`src/rtl/time_keeper.sv`:
```
// Time-of-day core: divides CLK to one-second ticks, keeps 12-hour BCD time with AM/PM, supports key-driven setting.
// Latency: all outputs registered; a terminal prescaler count or key edge in cycle N is visible in cycle N+1.
// Backpressure: none; keys are level inputs sampled every cycle, outputs are free-running.
module time_keeper #(
    parameter int TICKS_PER_SEC = 1000
) (
    input  logic       CLK,
    input  logic       RST,
    input  logic       TIMESET_RUN,
    input  logic       SW_F1,
    input  logic       SW_F2,
    output logic       AMPM,
    output logic [3:0] HOUR,
    output logic [2:0] MINHIGH,
    output logic [3:0] MINLOW,
    output logic [2:0] SECHIGH,
    output logic [3:0] SECLOW,
    output logic       SEC_TICK,
    output logic       MIN_TICK
);

    localparam int            PW         = $clog2(TICKS_PER_SEC);
    localparam logic [PW-1:0] PRESC_LAST = PW'(TICKS_PER_SEC - 1);

    logic [PW-1:0] presc_q, presc_d;
    logic          ampm_q, ampm_d;
    logic [3:0]    hour_q, hour_d;
    logic [2:0]    min_hi_q, min_hi_d;
    logic [3:0]    min_lo_q, min_lo_d;
    logic [2:0]    sec_hi_q, sec_hi_d;
    logic [3:0]    sec_lo_q, sec_lo_d;
    logic          sec_tick_q, sec_tick_d;
    logic          min_tick_q, min_tick_d;
    logic          f1_hist_q, f1_hist_d;
    logic          f2_hist_q, f2_hist_d;

    logic          f1_rise;
    logic          f2_rise;
    logic          sec_at_59;
    logic          min_at_59;
    logic          adv_min;
    logic          adv_hour;

    assign f1_rise   = SW_F1 & ~f1_hist_q;
    assign f2_rise   = SW_F2 & ~f2_hist_q;
    assign sec_at_59 = (sec_hi_q == 3'd5) && (sec_lo_q == 4'd9);
    assign min_at_59 = (min_hi_q == 3'd5) && (min_lo_q == 4'd9);

    // Next-state: prescaler, seconds chain in run mode, key adjustments in set mode.
    always_comb begin
        presc_d    = presc_q;
        ampm_d     = ampm_q;
        hour_d     = hour_q;
        min_hi_d   = min_hi_q;
        min_lo_d   = min_lo_q;
        sec_hi_d   = sec_hi_q;
        sec_lo_d   = sec_lo_q;
        sec_tick_d = 1'b0;
        min_tick_d = 1'b0;
        f1_hist_d  = SW_F1;
        f2_hist_d  = SW_F2;
        adv_min    = 1'b0;
        adv_hour   = 1'b0;

        if (TIMESET_RUN) begin
            // Set mode: seconds and prescaler parked at zero, keys step minute and hour independently.
            presc_d  = '0;
            sec_hi_d = 3'd0;
            sec_lo_d = 4'd0;
            adv_min  = f2_rise;
            adv_hour = f1_rise;
        end else if (presc_q == PRESC_LAST) begin
            presc_d    = '0;
            sec_tick_d = 1'b1;
            min_tick_d = sec_at_59;
            if (sec_lo_q == 4'd9) begin
                sec_lo_d = 4'd0;
                if (sec_hi_q == 3'd5) begin
                    sec_hi_d = 3'd0;
                end else begin
                    sec_hi_d = sec_hi_q + 3'd1;
                end
            end else begin
                sec_lo_d = sec_lo_q + 4'd1;
            end
            adv_min  = sec_at_59;
            adv_hour = sec_at_59 && min_at_59;
        end else begin
            presc_d = presc_q + PW'(1);
        end

        if (adv_min) begin
            if (min_lo_q == 4'd9) begin
                min_lo_d = 4'd0;
                if (min_hi_q == 3'd5) begin
                    min_hi_d = 3'd0;
                end else begin
                    min_hi_d = min_hi_q + 3'd1;
                end
            end else begin
                min_lo_d = min_lo_q + 4'd1;
            end
        end

        if (adv_hour) begin
            if (hour_q == 4'd11) begin
                hour_d = 4'd0;
                ampm_d = ~ampm_q;
            end else begin
                hour_d = hour_q + 4'd1;
            end
        end
    end

    // State registers; reset overrides mode, keys and prescaler.
    always_ff @(posedge CLK) begin
        if (RST) begin
            presc_q    <= '0;
            ampm_q     <= 1'b0;
            hour_q     <= 4'd0;
            min_hi_q   <= 3'd0;
            min_lo_q   <= 4'd0;
            sec_hi_q   <= 3'd0;
            sec_lo_q   <= 4'd0;
            sec_tick_q <= 1'b0;
            min_tick_q <= 1'b0;
            f1_hist_q  <= 1'b0;
            f2_hist_q  <= 1'b0;
        end else begin
            presc_q    <= presc_d;
            ampm_q     <= ampm_d;
            hour_q     <= hour_d;
            min_hi_q   <= min_hi_d;
            min_lo_q   <= min_lo_d;
            sec_hi_q   <= sec_hi_d;
            sec_lo_q   <= sec_lo_d;
            sec_tick_q <= sec_tick_d;
            min_tick_q <= min_tick_d;
            f1_hist_q  <= f1_hist_d;
            f2_hist_q  <= f2_hist_d;
        end
    end

    assign AMPM     = ampm_q;
    assign HOUR     = hour_q;
    assign MINHIGH  = min_hi_q;
    assign MINLOW   = min_lo_q;
    assign SECHIGH  = sec_hi_q;
    assign SECLOW   = sec_lo_q;
    assign SEC_TICK = sec_tick_q;
    assign MIN_TICK = min_tick_q;

endmodule

```
`config.mk`:
```
export PLATFORM = sky130hd
export DESIGN_NAME = time_keeper
export DESIGN_NICKNAME = d
export VERILOG_FILES = /design/src/rtl/time_keeper.sv
export SDC_FILE = /design/constraint.sdc
export NUM_CORES = 1
export LEC_CHECK = 0
export BUFFER_PORTS_ARGS = -buffer_cell sky130_fd_sc_hd__buf_2
export CELL_PAD_IN_SITES_DETAIL_PLACEMENT = 0
export CELL_PAD_IN_SITES_GLOBAL_PLACEMENT = 2
export CORE_ASPECT_RATIO = 0.9
export CORE_MARGIN = 2
export CORE_UTILIZATION = 24
export DETAILED_ROUTE_END_ITERATION = 8
export PLACE_DENSITY = 0.64
export SLEW_MARGIN = 20
export SYNTH_ARGS = -nofsm -noshare
export SYNTH_HDL_FRONTEND = slang
export SYNTH_SLANG_ARGS = --single-unit
```
`constraint.sdc`:
```
create_clock -name CLK -period 2.5 [get_ports CLK]
set_input_delay 0.5 -clock CLK [delete_from_list [all_inputs] [get_ports CLK]]
set_output_delay 0.5 -clock CLK [all_outputs]
set_load 0.005 [all_outputs]
```
==> metrics.csv <==
stage,metric,value,unit
run_status,status,"finished, final reports clean",
synthesis,"Net Count, Synth",168,
synthesis,Syn Std Cell Area,1456,sq um
sta,Max Slew Vio Count,0,
worst_setup_path,startpoint types,register,
grt,initial antenna violation count,0,
worst_setup_path,Worst Setup EP,MINLOW[3],
synthesis,syn_area_per_cell,9.046,sq um
sta,Clock Skew,0.004886,ns
hold_path,Hold Path Class,in -> reg,
worst_setup_path,worst path bufs/invs,0,
sta,Fmax,434.1,MHz
place,dpl cells,252,
cells_and_area,Layout Cells excl Fill,262,
worst_setup_path,Worst EP arrival,2.52,ns
synthesis,largest area contributor in the netlist,dfxtp_1,
synthesis,post-synth cell types,42,
cells_and_area,Inserted Diodes,0,
worst_setup_path,crit-path leading delay family,simple AND/OR/NAND/NOR gates,
sta,setup TNS,0,ns
worst_setup_path,worst path cell trace,ha_1 > and4_4 > nand4_4 > o41a_1 > or4b_1 > a31oi_1,
clocking,H-tree depth,2,
worst_setup_path,Crit path depth,6,
worst_setup_path,worst r2r path cells,6,
floorplanning,initial core utilization,25.29,%
clocking,CTS Buf Count,5,
synthesis,most frequent cell after synthesis,dfxtp_1,
synthesis,most frequent cells after synthesis,"33 x dfxtp_1, 20 x nor2_1, 12 x a21oi_1",
clocking,# Post-CTS Setup Buffers,0,
cells_and_area,# fillers,602,
sta,final setup violating endpoints,0,
synthesis,"Top FF cell, synth",dfxtp_1,
place,dpl hpwl,2321,microns
clocking,Sink Count,33,
flow_run,maxcap violations,0,
grt,vias in the first global route,1149,
drt,DRC Markers,0,
floorplanning,Die Wd,86.12,microns
floorplanning,IO Count,26,
floorplanning,Core Area,5758,sq um
floorplanning,row count,26,
synthesis,top cell type's share of synthesized area,45.36,%
clocking,Clock Latency Late Sink,0.29,ns
clocking,Worst-path clk slew,0.06,ns
cells_and_area,nets@finish,198,
drt,Total Wirelength,3344,microns
place,RD Place Congestion,0.7550,
worst_setup_path,"Req. time, crit path",2.72,ns
grt,total grt overflow,0,
grt,largest net degree at the start of global routing,17,
worst_setup_path,"slowest stage delay, CP",0.52,ns
sta,period utilization,92.14,%
sta,fin crit period,2.303,ns
drt,Final ANT Viol Nets,0,
drt,DR iter-0 viols,57,
sta,Max transition margin,75.84,%
worst_setup_path,R2R Path End,MINLOW[3],
drt,Via density,4.847,
place,IO Port Bufs,25,
power_and_ir_drop,Cell Pwr Density,549.3,nW/um^2
worst_setup_path,Slowest cell on crit path,o41a_1,
power_and_ir_drop,worst vdd ir,0.0001854,V
grt,first-pass GRT wire length,5382,microns
worst_setup_path,Setup crit start,presc_q[0],
worst_setup_path,Reg-to-Reg Start,presc_q[0],
cells_and_area,layout cell share with drive strength beyond 1,19.27,%
drt,DR pass1 iterations,4,
synthesis,Synth async-reset ratio,0,%
drt,vias post-DR,1270,
clocking,hold buffers post-CTS,0,
sta,final hold violations,0,
worst_setup_path,crit path max fanout,6,
clocking,clock root buffer,clkbuf_8,
worst_setup_path,worst reg-to-reg setup slack,0.20,ns
power_and_ir_drop,leak pwr,0.0007003,uW
floorplanning,Die Height,77.90,microns
synthesis,Yosys Warn Count,0,
clocking,Resized Gates After CTS,0,
synthesis,Post-synth EDFFs,0,
floorplanning,Die ar.,6708,sq um
worst_setup_path,Worst setup EP type,register,
synthesis,post-synthesis sequential area ratio,45.36,%
sta,actual slew at the worst max-slew pin,0.3578,ns
clocking,CTS Buffer Depth,2,
synthesis,Cells after Synth,161,
cells_and_area,synth-to-layout area growth,20.27,%
clocking,CTS tree,done,
synthesis,synth top area cells,"dfxtp_1 45%, nor2_1 5.2%, xor2_1 4.8%",
synthesis,Seq cells post-synth,33,
grt,total global-route track usage,10.37,%
worst_setup_path,critical path class,reg -> reg,
sta,RSZ-0062 raised after global routing,false,
drt,routed len/inst,12.76,microns
-- worst min path at each step --
stage	start	endpoint	slack [ns]	cells past startpoint
after floorplan	presc_q[0]	presc_q[0]	0.44	1
after global placement	presc_q[0]	presc_q[0]	0.45	1
after detailed placement	presc_q[0]	presc_q[0]	0.47	1
after CTS	SW_F1	f1_hist_q	0.44	2
after global routing	SW_F1	f1_hist_q	0.44	2
final	SW_F1	f1_hist_q	0.44	2
-- through the flow --
step                instance area [sq um]  utilization [%]  power [uW]  hold slack [ns]  setup WS, ns
floorplan                            1456                -       569.2           0.4377        0.4931
global placement                     1653            28.70       583.9           0.4516        0.2452
detailed placement                   1653            28.70       585.2           0.4705        0.1529
CTS                                  1733            30.10       974.0           0.4389        0.1469
global route                         1752            30.42        1000           0.4425       0.05795
finish                               1752            30.42       962.2           0.4431        0.1965
-- logic make-up (layout without fill, tap and decap cells) --
family          after synthesis  after routing  share of synthesized area (%)
mux                           2              2                          1.375
buf+inv                       7             37                          1.890
xor+xnor                     11             11                          6.616
simple gates                 80             80                          32.39
compound gates               26             27                          10.65
flops                        33             33                          45.36
fa+ha+maj                     2              2                          1.718
-- power breakdown --
group	internal (uW)	switching [uW]
Sequential	532	5.96
Clock	198	190
Combinational	14.2	22.9
-- final cells by class --
class                   instances  area, sq um  area share [%]
multi-input cells             122        779.5           44.50
flip-flops and latches         33        660.6           37.71
repair buffers                 26        132.6           7.571
well taps                      70        87.58           5.000
clock buffers                   8        80.08           4.571
inverters                       3        11.26          0.6429
-- registers in the layout (all words and copies together), names as in the netlist --
register   flops
SECHIGH        3
f2_hist_q      1
MIN_TICK       1
SECLOW         4
presc_q       10
AMPM           1
MINLOW         4
HOUR           4
SEC_TICK       1
MINHIGH        3
f1_hist_q      1
-- per-layer routing --
layer | share of wire, % | GRT usage [%]
met4 | 2.1 | 5.714
met3 | 5.3 | 3.723
met2 | 42 | 14.11
met5 | 0 | 0
met1 | 50 | 14.02
-- cells in the final DEF (no fill, tap or decap), types with 4 or more instances in the layout --
master / netlist / layout
nor2_1: 20 / 20
dfxtp_1: 33 / 33
a21oi_1: 12 / 12
nand4_1: 4 / 4
xor2_1: 8 / 8
nand2_1: 10 / 10
buf_2: 1 / 25
nor2b_1: 7 / 7
nand3_1: 9 / 9
or3_1: 5 / 5
o21ai_1: 4 / 4
clkbuf_8: 0 / 5
(Power assumes the default switching activity.)
